--- src/rtl/input_pixel_feeder_if.sv ---
// Pixel feeder stream bundle: byte input handshake plus FWFT pixel-word output.
// The slave side is the feeder itself; the master side is the byte source and
// pixel consumer.
`timescale 1ns/1ps
interface input_pixel_feeder_if #(
   parameter int IN_CHANNEL = 3
);
   logic [7:0]              s_data;
   logic                    s_valid;
   logic                    s_ready;
   logic                    fifo_rd_en;
   logic [8*IN_CHANNEL-1:0] o_data;
   logic                    o_valid;
   logic                    o_last;

   modport master (
      output s_data, s_valid, fifo_rd_en,
      input  s_ready, o_data, o_valid, o_last
   );

   modport slave (
      input  s_data, s_valid, fifo_rd_en,
      output s_ready, o_data, o_valid, o_last
   );
endinterface

--- src/rtl/input_pixel_feeder.sv ---
// Packs a channel-interleaved byte stream into pixel words, buffers them in a
// first-word-fall-through FIFO and bounds each frame to IN_WIDTH*IN_HEIGHT pixels.
`timescale 1ns/1ps
module input_pixel_feeder #(
   parameter int IN_CHANNEL = 3,
   parameter int IN_WIDTH   = 256,
   parameter int IN_HEIGHT  = 256,
   parameter int FIFO_DEPTH = 16,
   parameter int AF_THRESH  = 12
) (
   input  logic                 clk,
   input  logic                 rst_n,
   input  logic                 start,
   input  logic                 abort,
   input_pixel_feeder_if.slave  pix,
   output logic                 almost_full,
   output logic                 busy,
   output logic                 frame_done
);
   localparam int PIXELS = IN_WIDTH * IN_HEIGHT;
   localparam int BYTES  = PIXELS * IN_CHANNEL;
   localparam int BCW    = $clog2(BYTES) + 1;
   localparam int PCW    = $clog2(PIXELS) + 1;
   localparam int AW     = $clog2(FIFO_DEPTH);
   localparam int CCW    = (IN_CHANNEL > 1) ? $clog2(IN_CHANNEL) : 1;
   localparam int DW     = 8 * IN_CHANNEL;

   localparam logic [BCW-1:0] LAST_BYTE = BCW'(BYTES - 1);
   localparam logic [PCW-1:0] LAST_PIX  = PCW'(PIXELS - 1);
   localparam logic [CCW-1:0] LAST_CH   = CCW'(IN_CHANNEL - 1);
   localparam logic [AW:0]    FULL_CNT  = (AW+1)'(FIFO_DEPTH);
   localparam logic [AW:0]    AF_CNT    = (AW+1)'(AF_THRESH);

   localparam logic [1:0] ST_IDLE   = 2'd0;
   localparam logic [1:0] ST_STREAM = 2'd1;
   localparam logic [1:0] ST_DRAIN  = 2'd2;
   localparam logic [1:0] ST_DONE   = 2'd3;

   logic [1:0]     state_reg, state_next;
   logic [CCW-1:0] ch_cnt_reg;
   logic [DW-1:0]  pack_reg;
   logic [BCW-1:0] in_byte_cnt_reg;
   logic [PCW-1:0] out_pix_cnt_reg;

   logic [DW-1:0]  fifo_mem [FIFO_DEPTH];
   logic [AW-1:0]  wr_ptr_reg, rd_ptr_reg;
   logic [AW:0]    count_reg, count_next;
   logic           af_reg;

   logic           flush, fifo_full, fifo_empty, out_active;
   logic           ready_int, valid_int, accept, push, pop;
   logic [DW-1:0]  push_word;

   // abort only matters while a frame is in progress
   assign flush      = abort && (state_reg != ST_IDLE);
   assign fifo_full  = (count_reg == FULL_CNT);
   assign fifo_empty = (count_reg == '0);
   assign out_active = (state_reg == ST_STREAM) || (state_reg == ST_DRAIN);

   assign ready_int  = (state_reg == ST_STREAM) && !fifo_full;
   assign valid_int  = !fifo_empty && out_active;
   assign accept     = pix.s_valid && ready_int;
   assign push       = accept && (ch_cnt_reg == LAST_CH);
   assign pop        = valid_int && pix.fifo_rd_en;

   assign pix.s_ready = ready_int;
   assign pix.o_valid = valid_int;
   assign pix.o_data  = valid_int ? fifo_mem[rd_ptr_reg] : '0;
   assign pix.o_last  = valid_int && (out_pix_cnt_reg == LAST_PIX);

   assign almost_full = af_reg;
   assign busy        = (state_reg != ST_IDLE);
   assign frame_done  = (state_reg == ST_DONE);

   // the last channel byte bypasses the packer so the word is pushed the same cycle
   always_comb begin
      push_word      = pack_reg;
      push_word[7:0] = pix.s_data;
   end

   // frame sequencing; a flush overrides every other transition
   always_comb begin
      state_next = state_reg;
      case (state_reg)
         ST_IDLE:   if (start) state_next = ST_STREAM;
         ST_STREAM: if (accept && (in_byte_cnt_reg == LAST_BYTE)) state_next = ST_DRAIN;
         ST_DRAIN:  if (pop && (out_pix_cnt_reg == LAST_PIX)) state_next = ST_DONE;
         ST_DONE:   state_next = ST_IDLE;
         default:   state_next = ST_IDLE;
      endcase
      if (flush) state_next = ST_IDLE;
   end

   // state register
   always_ff @(posedge clk or negedge rst_n) begin
      if (!rst_n) state_reg <= ST_IDLE;
      else        state_reg <= state_next;
   end

   // byte packer and frame counters; cleared at frame start and on flush
   always_ff @(posedge clk or negedge rst_n) begin
      if (!rst_n) begin
         ch_cnt_reg      <= '0;
         pack_reg        <= '0;
         in_byte_cnt_reg <= '0;
         out_pix_cnt_reg <= '0;
      end else if (flush || ((state_reg == ST_IDLE) && start)) begin
         ch_cnt_reg      <= '0;
         pack_reg        <= '0;
         in_byte_cnt_reg <= '0;
         out_pix_cnt_reg <= '0;
      end else begin
         if (accept) begin
            for (int i = 0; i < IN_CHANNEL; i++) begin
               if (ch_cnt_reg == CCW'(i)) pack_reg[DW-1-8*i -: 8] <= pix.s_data;
            end
            ch_cnt_reg      <= push ? '0 : ch_cnt_reg + CCW'(1);
            in_byte_cnt_reg <= in_byte_cnt_reg + BCW'(1);
         end
         if (pop) out_pix_cnt_reg <= out_pix_cnt_reg + PCW'(1);
      end
   end

   // FIFO occupancy after this cycle's push/pop; push is already blocked at full
   always_comb begin
      count_next = count_reg;
      if (flush)              count_next = '0;
      else if (push && !pop)  count_next = count_reg + (AW+1)'(1);
      else if (pop && !push)  count_next = count_reg - (AW+1)'(1);
   end

   // FIFO storage, left unreset so it can map onto RAM
   always_ff @(posedge clk) begin
      if (push && !flush) fifo_mem[wr_ptr_reg] <= push_word;
   end

   // FIFO pointers, occupancy and the registered almost-full flag
   always_ff @(posedge clk or negedge rst_n) begin
      if (!rst_n) begin
         wr_ptr_reg <= '0;
         rd_ptr_reg <= '0;
         count_reg  <= '0;
         af_reg     <= 1'b0;
      end else begin
         if (flush) begin
            wr_ptr_reg <= '0;
            rd_ptr_reg <= '0;
         end else begin
            if (push) wr_ptr_reg <= wr_ptr_reg + AW'(1);
            if (pop)  rd_ptr_reg <= rd_ptr_reg + AW'(1);
         end
         count_reg <= count_next;
         af_reg    <= (count_next >= AF_CNT);
      end
   end
endmodule

--- src/flat_wrapper.sv ---
// flat-port wrapper written by rule: the top's interface ports become plain ports
module input_pixel_feeder_flat 
#(
   parameter int IN_CHANNEL = 3,
   parameter int IN_WIDTH   = 256,
   parameter int IN_HEIGHT  = 256,
   parameter int FIFO_DEPTH = 16,
   parameter int AF_THRESH  = 12
)
  (clk, rst_n, start, abort, almost_full, busy, frame_done, pix_s_data, pix_s_valid, pix_fifo_rd_en, pix_s_ready, pix_o_data, pix_o_valid, pix_o_last);
  input_pixel_feeder_if #(.IN_CHANNEL(IN_CHANNEL)) pix_i ();
  input  logic clk;
  input  logic rst_n;
  input  logic start;
  input  logic abort;
  output logic almost_full;
  output logic busy;
  output logic frame_done;
  input wire logic [$bits(pix_i.s_data)-1:0] pix_s_data;
  input wire logic [$bits(pix_i.s_valid)-1:0] pix_s_valid;
  input wire logic [$bits(pix_i.fifo_rd_en)-1:0] pix_fifo_rd_en;
  output wire logic [$bits(pix_i.s_ready)-1:0] pix_s_ready;
  output wire logic [$bits(pix_i.o_data)-1:0] pix_o_data;
  output wire logic [$bits(pix_i.o_valid)-1:0] pix_o_valid;
  output wire logic [$bits(pix_i.o_last)-1:0] pix_o_last;
  assign pix_i.s_data = pix_s_data;
  assign pix_i.s_valid = pix_s_valid;
  assign pix_i.fifo_rd_en = pix_fifo_rd_en;
  assign pix_s_ready = pix_i.s_ready;
  assign pix_o_data = pix_i.o_data;
  assign pix_o_valid = pix_i.o_valid;
  assign pix_o_last = pix_i.o_last;
  input_pixel_feeder #(.IN_CHANNEL(IN_CHANNEL), .IN_WIDTH(IN_WIDTH), .IN_HEIGHT(IN_HEIGHT), .FIFO_DEPTH(FIFO_DEPTH), .AF_THRESH(AF_THRESH)) u_core (.clk(clk), .rst_n(rst_n), .start(start), .abort(abort), .pix(pix_i), .almost_full(almost_full), .busy(busy), .frame_done(frame_done));
endmodule
--- config.mk ---
export PLATFORM = sky130hd
export DESIGN_NAME = input_pixel_feeder_flat
export DESIGN_NICKNAME = d
export VERILOG_FILES = /design/src/rtl/input_pixel_feeder_if.sv /design/src/rtl/input_pixel_feeder.sv /design/src/flat_wrapper.sv
export SDC_FILE = /design/constraint.sdc
export NUM_CORES = 1
export LEC_CHECK = 0
export CORE_MARGIN = 3
export CORE_UTILIZATION = 38
export CTS_BUF_LIST = sky130_fd_sc_hd__clkbuf_2 sky130_fd_sc_hd__clkbuf_4 sky130_fd_sc_hd__clkbuf_8
export DETAILED_ROUTE_END_ITERATION = 6
export PLACE_DENSITY = 0.54
export SLEW_MARGIN = 25
export SYNTH_ARGS = -nofsm -noshare
export SYNTH_HDL_FRONTEND = slang
export SYNTH_SLANG_ARGS = --single-unit
--- constraint.sdc ---
create_clock -name clk -period 9.2 [get_ports clk]
set_input_delay 2.76 -clock clk [delete_from_list [all_inputs] [get_ports clk]]
set_output_delay 2.76 -clock clk [all_outputs]
set_load 0.03 [all_outputs]
==> results of run 1 <==
==> report_power, final <==
group	total (W)	switching [W]	internal [W]
registers	0.00244	0.000114	0.00232
logic	0.000908	0.000492	0.000416
clock network	0.00183	0.000792	0.00103
==> layout make-up <==
class,instances,share of cell area [%]
Sequential cell,454,63.1
Tap cell,607,3.61
Clock inverter,26,1.06
Inverter,13,0.232
Timing Repair Buffer,64,2.95
Clock buffer,112,6.43
Multi-Input combinational cell,433,22.6
Antenna cell,1,0.0119
==> layout by cell type (no fill, tap or decap), types with 9 or more instances in the layout <==
cell type	n
nor2b_1	27
inv_1	13
clkbuf_4	30
dfrtp_1	67
edfxtp_1	384
mux2i_1	19
nand2_1	36
ha_1	14
buf_4	19
clkinv_1	12
nor3_1	9
clkdlybuf4s50_1	42
clkbuf_8	82
nor2_1	75
xor2_1	23
nand4_1	15
a21oi_1	11
mux4_2	120
xnor2_1	13
==> worst min-delay path by stage <==
stage                          startpoint                         end  slack [ps]  depth (start not counted)
6_report        u_core.out_pix_cnt_reg[1]   u_core.out_pix_cnt_reg[1]         550                          2
5_1_grt        u_core.in_byte_cnt_reg[14]  u_core.in_byte_cnt_reg[14]         580                          2
4_1_cts        u_core.in_byte_cnt_reg[14]  u_core.in_byte_cnt_reg[14]         550                          2
3_5_place_dp   u_core.in_byte_cnt_reg[14]  u_core.in_byte_cnt_reg[14]         540                          2
3_3_place_gp    u_core.out_pix_cnt_reg[9]   u_core.out_pix_cnt_reg[9]         530                          2
2_1_floorplan   u_core.out_pix_cnt_reg[9]   u_core.out_pix_cnt_reg[9]         500                          2
==> routing by layer <==
metal	wire length, µm	global-route usage (%)
met1	18900	24.6
met4	924	4.72
met5	0	0
met2	18800	25.5
met3	1760	3.11
==> through the flow <==
step                      hold WS, ps  cells  setup WS, ps  power [W]  cell area [µm²]
final                             550   1710          2400    0.00517            21100
after global routing              579   1709          2260    0.00543            21100
after CTS                         552   1709          2320    0.00525            21000
after detailed placement          535   1571          3000    0.00340            19500
after global placement            527   1570          2980    0.00340            19400
after floorplan                   502    948          2680    0.00309            18200
==> worst max-delay path, delay by kind of cell (launching register included) <==
family | cells | cell delay (ps)
AND/OR/NAND/NOR | 1 | 160
multiplexers | 2 | 940
buffers and inverters | 2 | 1260
flip-flops | 1 | 1030
==> cells by family after synthesis <==
kind of cell             share of synthesized area, %
XOR/XNOR                                         1.73
AND/OR/NAND/NOR                                  5.94
adder cells (fa/ha/maj)                         0.962
AO/OA/AOI/OAI                                    1.03
multiplexers                                     15.9
flip-flops                                       72.9
buffers and inverters                            1.53
==> results.yml, run 1 <==
floorplanning:
  starting_utilization_of_the_core_area_pct: 38.8
  pin_count: 44
  design.die.area_um2: 50600
  num_rows: 79
  core_area_um2: 47000
  die_ht_um: 225
  die_width_um: 225
sta:
  slew-limit-headroom_pct: 32.9
  worst_pin_slew_ps: 1010
  setup-tns-final_ps: 0
  setup_violations_final: 0
  finalCriticalPeriod_ps: 6800
  final_max_slew_violation_count: 0
  fmax_ghz: 0.147
  min_period_over_period_pct: 73.9
  worst_clock_skew_ps: 34.9
  hold_viol: 0
  unrepaired_setup_endpoints_after_global_routing: "false"
drt:
  remaining_drc_errors: 0
  drt_iter0_drc: 792
  routedWlPerCell_um: 23.6
  ant_nets: 0
  finalWirelength_mm: 40.4
  vias: 9026
  firstDrtPassIters: 5
  viasPerCell: 5.28
critical_path:
  cp-start-kind: "flop"
  timing.critical_path.mode_cell: "mux4_2"
  timing.reg2reg.worst_path_depth: 8
  worst_setup_path_endpoint: "pix_o_data[21]"
  cp-startpoint: "u_core.rd_ptr_reg[2]"
  cp_data_required_time_ps: 6440
  critical_path.max_stage_delay_ps: 1030
  worstPathArrival_ps: 4040
  worstReg2RegStart: "u_core.count_reg[1]"
  critical_path.reg2reg.endpoint: "u_core.fifo_mem[11][12]"
  cpMaxStageDelayCell: "dfrtp_4"
  critical_path.endpoint_type: "primary output"
  cp_max_fo: 57
  classification_of_the_worst_setup_path: "reg -> out"
  ff2ff_setup_slack_ps: 6100
  timing.critical_path.cells: "buf_4 -> mux4_2 -> mux4_2 -> nor2b_1 -> clkdlybuf4s50_1"
clock_tree:
  cts.sinks: 454
  number_of_hold_buffers_added_after_cts: 0
  clock_latency_late_sink_ps: 620
  clock_tree.htree_level_count: 3
  numCtsBuffers: 78
  number_of_post_cts_setup_repair_buffers: 0
  cts_buffer_depth: 3
  cts_tree: "yes"
  cts_clock_pin_slew_for_the_worst_setup_and_hold_paths_ps: 60
  cts_resized: 0
  clockRootBuffer: "clkbuf_8"
place:
  port-buffer-count: 43
  dp.final_hpwl_mm: 20.4
  place.gp.congestion: 0.722
synth:
  synth_top_area_cell: "edfxtp_1"
  post_synth.cell_area_avg_um2: 19.2
  yosysSeqAreaShare_pct: 72.9
  synth_enable_flop_cells: 384
  postSynth.topFlopCell: "edfxtp_1"
  synth_area_um2: 18200
  synth_seq_cells: 454
  postSynth.asyncResetShare_pct: 15.4
  synth_top_cell_area_share_pct: 63.3
  synth_fp_nets: 976
  synth.top_cells.by_area: "edfxtp_1 63%, mux4_2 15%, dfrtp_1 9.6%"
  synth.cells.most_frequent: "384 x edfxtp_1, 120 x mux4_2, 79 x nor2_1"
  synthDistinctLibCells: 43
  yosys.cell_count.top_type: "edfxtp_1"
  post_synth_inst_count: 948
  synth_warnings: 0
global_routing:
  grt.overflow.total: 0
  grt_first_pass_wirelength_mm: 62.0
  vias_in_the_first_global_route: 9795
  grt_max_degree: 75
  global_route.usage.total_pct: 16.6
  initial_antenna_violation_count: 0
run_status:
  run_status: "finished, final reports clean"
layout:
  combined_area_of_the_multi_input_logic_cells_um2: 4760
  finish.utilization_pct: 44.9
  largest_register_ffs: 384
  areaGrowthSynthToFinish_pct: 15.7
  register_area_um2: 13300
  filler_cell_count: 4007
  drive_gt1_share_pct: 27.2
  number_of_nets_in_the_final_layout: 1072
power_and_ir_drop:
  p_per_area_nw_per_um2: 245
  irDropWorstVdd_mv: 0.255
  power.static_leakage_nw: 7.05
run:
  cap_violations: 0
hold_path:
  min-delay-path-class: "reg -> reg"
Power figures use the tool's default switching activity.
==> inputs of run 2 (changes only) <==
PLACE_DENSITY = 0.56   (was 0.54)
clock period = 5.6 ns   (was 9.2 ns; I/O delays follow)
==> run 2 against run 1 <==
Clock power grew 68%. Cell count up 0.76%. Hold slack lost 3.1 ps. Combinational power increased by 71%. Die area unchanged. Sequential share of layout area decreased by 0.53 points. Sequential power up 64%. Power is 67% higher. Critical path type unchanged. Largest cell class unchanged.
==> results.yml, run 2 (same netlist as run 1, synthesis figures left out) <==
run:
  cap_violations: 0
critical_path:
  classification_of_the_worst_setup_path: "reg -> out"
  timing.reg2reg.worst_path_depth: 8
  critical_path.endpoint_type: "primary output"
  cp_max_fo: 19
  critical_path.reg2reg.endpoint: "u_core.fifo_mem[10][17]"
  worstPathArrival_ps: 3580
  cp-start-kind: "flop"
  timing.critical_path.cells: "buf_4 -> mux4_2 -> mux4_2 -> nor2b_1 -> clkdlybuf4s50_1"
  ff2ff_setup_slack_ps: 2660
  critical_path.max_stage_delay_ps: 660
  worstReg2RegStart: "u_core.count_reg[0]"
  timing.critical_path.mode_cell: "mux4_2"
  worst_setup_path_endpoint: "pix_o_data[18]"
  cp_data_required_time_ps: 3920
  cp-startpoint: "u_core.rd_ptr_reg[0]"
  cpMaxStageDelayCell: "dfrtp_4"
clock_tree:
  clock_tree.htree_level_count: 3
  numCtsBuffers: 77
  cts_tree: "yes"
  cts_clock_pin_slew_for_the_worst_setup_and_hold_paths_ps: 60
  number_of_post_cts_setup_repair_buffers: 0
  number_of_hold_buffers_added_after_cts: 0
  cts_resized: 0
  clock_latency_late_sink_ps: 650
  clockRootBuffer: "clkbuf_8"
  cts_buffer_depth: 3
  cts.sinks: 454
layout:
  largest_register_ffs: 384
  filler_cell_count: 4021
  layout.cells.most_common_list: "384 x edfxtp_1, 120 x mux4_2, 87 x clkbuf_8"
  number_of_nets_in_the_final_layout: 1082
  most_common_cell_after_layout_fill_and_taps_aside: "edfxtp_1"
  antenna_cells: 0
  drive_gt1_share_pct: 28.5
  areaGrowthSynthToFinish_pct: 16.6
sta:
  hold-worst-slack_ps: 547
  final_max_slew_violation_count: 0
  finalCriticalPeriod_ps: 5260
  layout_setup_ws_ps: 338
  slew-limit-headroom_pct: 33.5
  setup_violations_final: 0
  fmax_ghz: 0.190
  worst_clock_skew_ps: 32.5
  min_period_over_period_pct: 94.0
  worst_pin_slew_ps: 997
  hold_viol: 0
  unrepaired_setup_endpoints_after_global_routing: "false"
  setup-tns-final_ps: 0
place:
  dp.final_hpwl_mm: 21.7
  placement.setup.worst_slack_ps: 951
  place.gp.congestion: 0.747
  port-buffer-count: 43
floorplanning:
  num_rows: 79
  core_area_um2: 47000
  die_width_um: 225
  die_ht_um: 225
  design.die.area_um2: 50600
  pin_count: 44
  starting_utilization_of_the_core_area_pct: 38.8
hold_path:
  min-delay-path-class: "reg -> reg"
drt:
  ant_nets: 0
  firstDrtPassIters: 5
  remaining_drc_errors: 0
  drt_iter0_drc: 748
  routedWlPerCell_um: 23.8
  viasPerCell: 5.29
  finalWirelength_mm: 41.0
  vias: 9107
global_routing:
  global_route.usage.total_pct: 16.7
  initial_antenna_violation_count: 0
  grt_max_degree: 71
  vias_in_the_first_global_route: 9820
  grt_first_pass_wirelength_mm: 62.0
  grt.overflow.total: 0
power_and_ir_drop:
  p_per_area_nw_per_um2: 407
  power.static_leakage_nw: 7.14
  irDropWorstVdd_mv: 0.212
run_status:
  run_status: "finished, final reports clean"
run 2: changes by cell type in the layout (fill, tap and decap cells not counted), moves of 2 or more:
cell	before	now
and2_1	2	5
and2_2	4	1
buf_12	1	8
buf_4	19	24
clkbuf_4	30	26
clkbuf_8	82	87
clkinv_1	12	5
clkinv_2	5	13
inv_12	0	2
inv_6	1	3
run 2: power by group:
part	total [W]	switching, W	internal [W]
combinational	0.00155	0.000825	0.000730
sequential	0.00401	0.000198	0.00381
clock	0.00308	0.00136	0.00172
total	0.00864	0.00239	0.00626
run 2: worst min path at each step:
stage                                    start                    endpoint  slack [ps]  cells past startpoint
finish              u_core.in_byte_cnt_reg[10]  u_core.in_byte_cnt_reg[10]         550                      2
global route         u_core.out_pix_cnt_reg[1]   u_core.out_pix_cnt_reg[1]         590                      2
CTS                 u_core.in_byte_cnt_reg[10]  u_core.in_byte_cnt_reg[10]         550                      2
detailed placement  u_core.in_byte_cnt_reg[18]  u_core.in_byte_cnt_reg[18]         540                      2
global placement    u_core.in_byte_cnt_reg[14]  u_core.in_byte_cnt_reg[14]         530                      2
floorplan            u_core.out_pix_cnt_reg[9]   u_core.out_pix_cnt_reg[9]         500                      2
run 2: final cells by class:
type / count / area [µm²] / share of cell area [%]
well taps: 607 / 759 / 3.57
multi-input cells: 433 / 4750 / 22.3
flip-flops and latches: 454 / 13300 / 62.6
repair buffers: 75 / 772 / 3.63
inverters: 13 / 48.8 / 0.230
clock buffers: 113 / 1390 / 6.55
clock inverters: 28 / 234 / 1.10
run 2: per-layer routing:
metal  track usage [%]  vias to the layer above  routed length (µm)  part of all wire (%)
met1              23.1                     4835               18100                    44
met3              3.40                       62                1950                   4.8
met4              4.74                        0                 717                   1.7
met2              27.2                      230               20200                    49
li1                  -                     3980                   -                     -
met5                 0                        -                   0                     0
run 2: worst max-delay path, delay by kind of cell, from the launching register on:
kind                   cells  cell delay [ps]
muxes                      2             1080
buffers and inverters      2             1040
DFF                        1              660
and+or+nand+nor            1              160
run 2: stage by stage:
stage / std cells / power (W) / utilization (%) / cell area [µm²]
final: 1723 / 0.00864 / 45.2 / 21200
after global routing: 1723 / 0.00906 / 45.2 / 21200
after CTS: 1723 / 0.00878 / 45.2 / 21200
after detailed placement: 1582 / 0.00567 / 41.8 / 19600
after global placement: 1582 / 0.00565 / 41.8 / 19600
after floorplan: 948 / 0.00509 / - / 18200
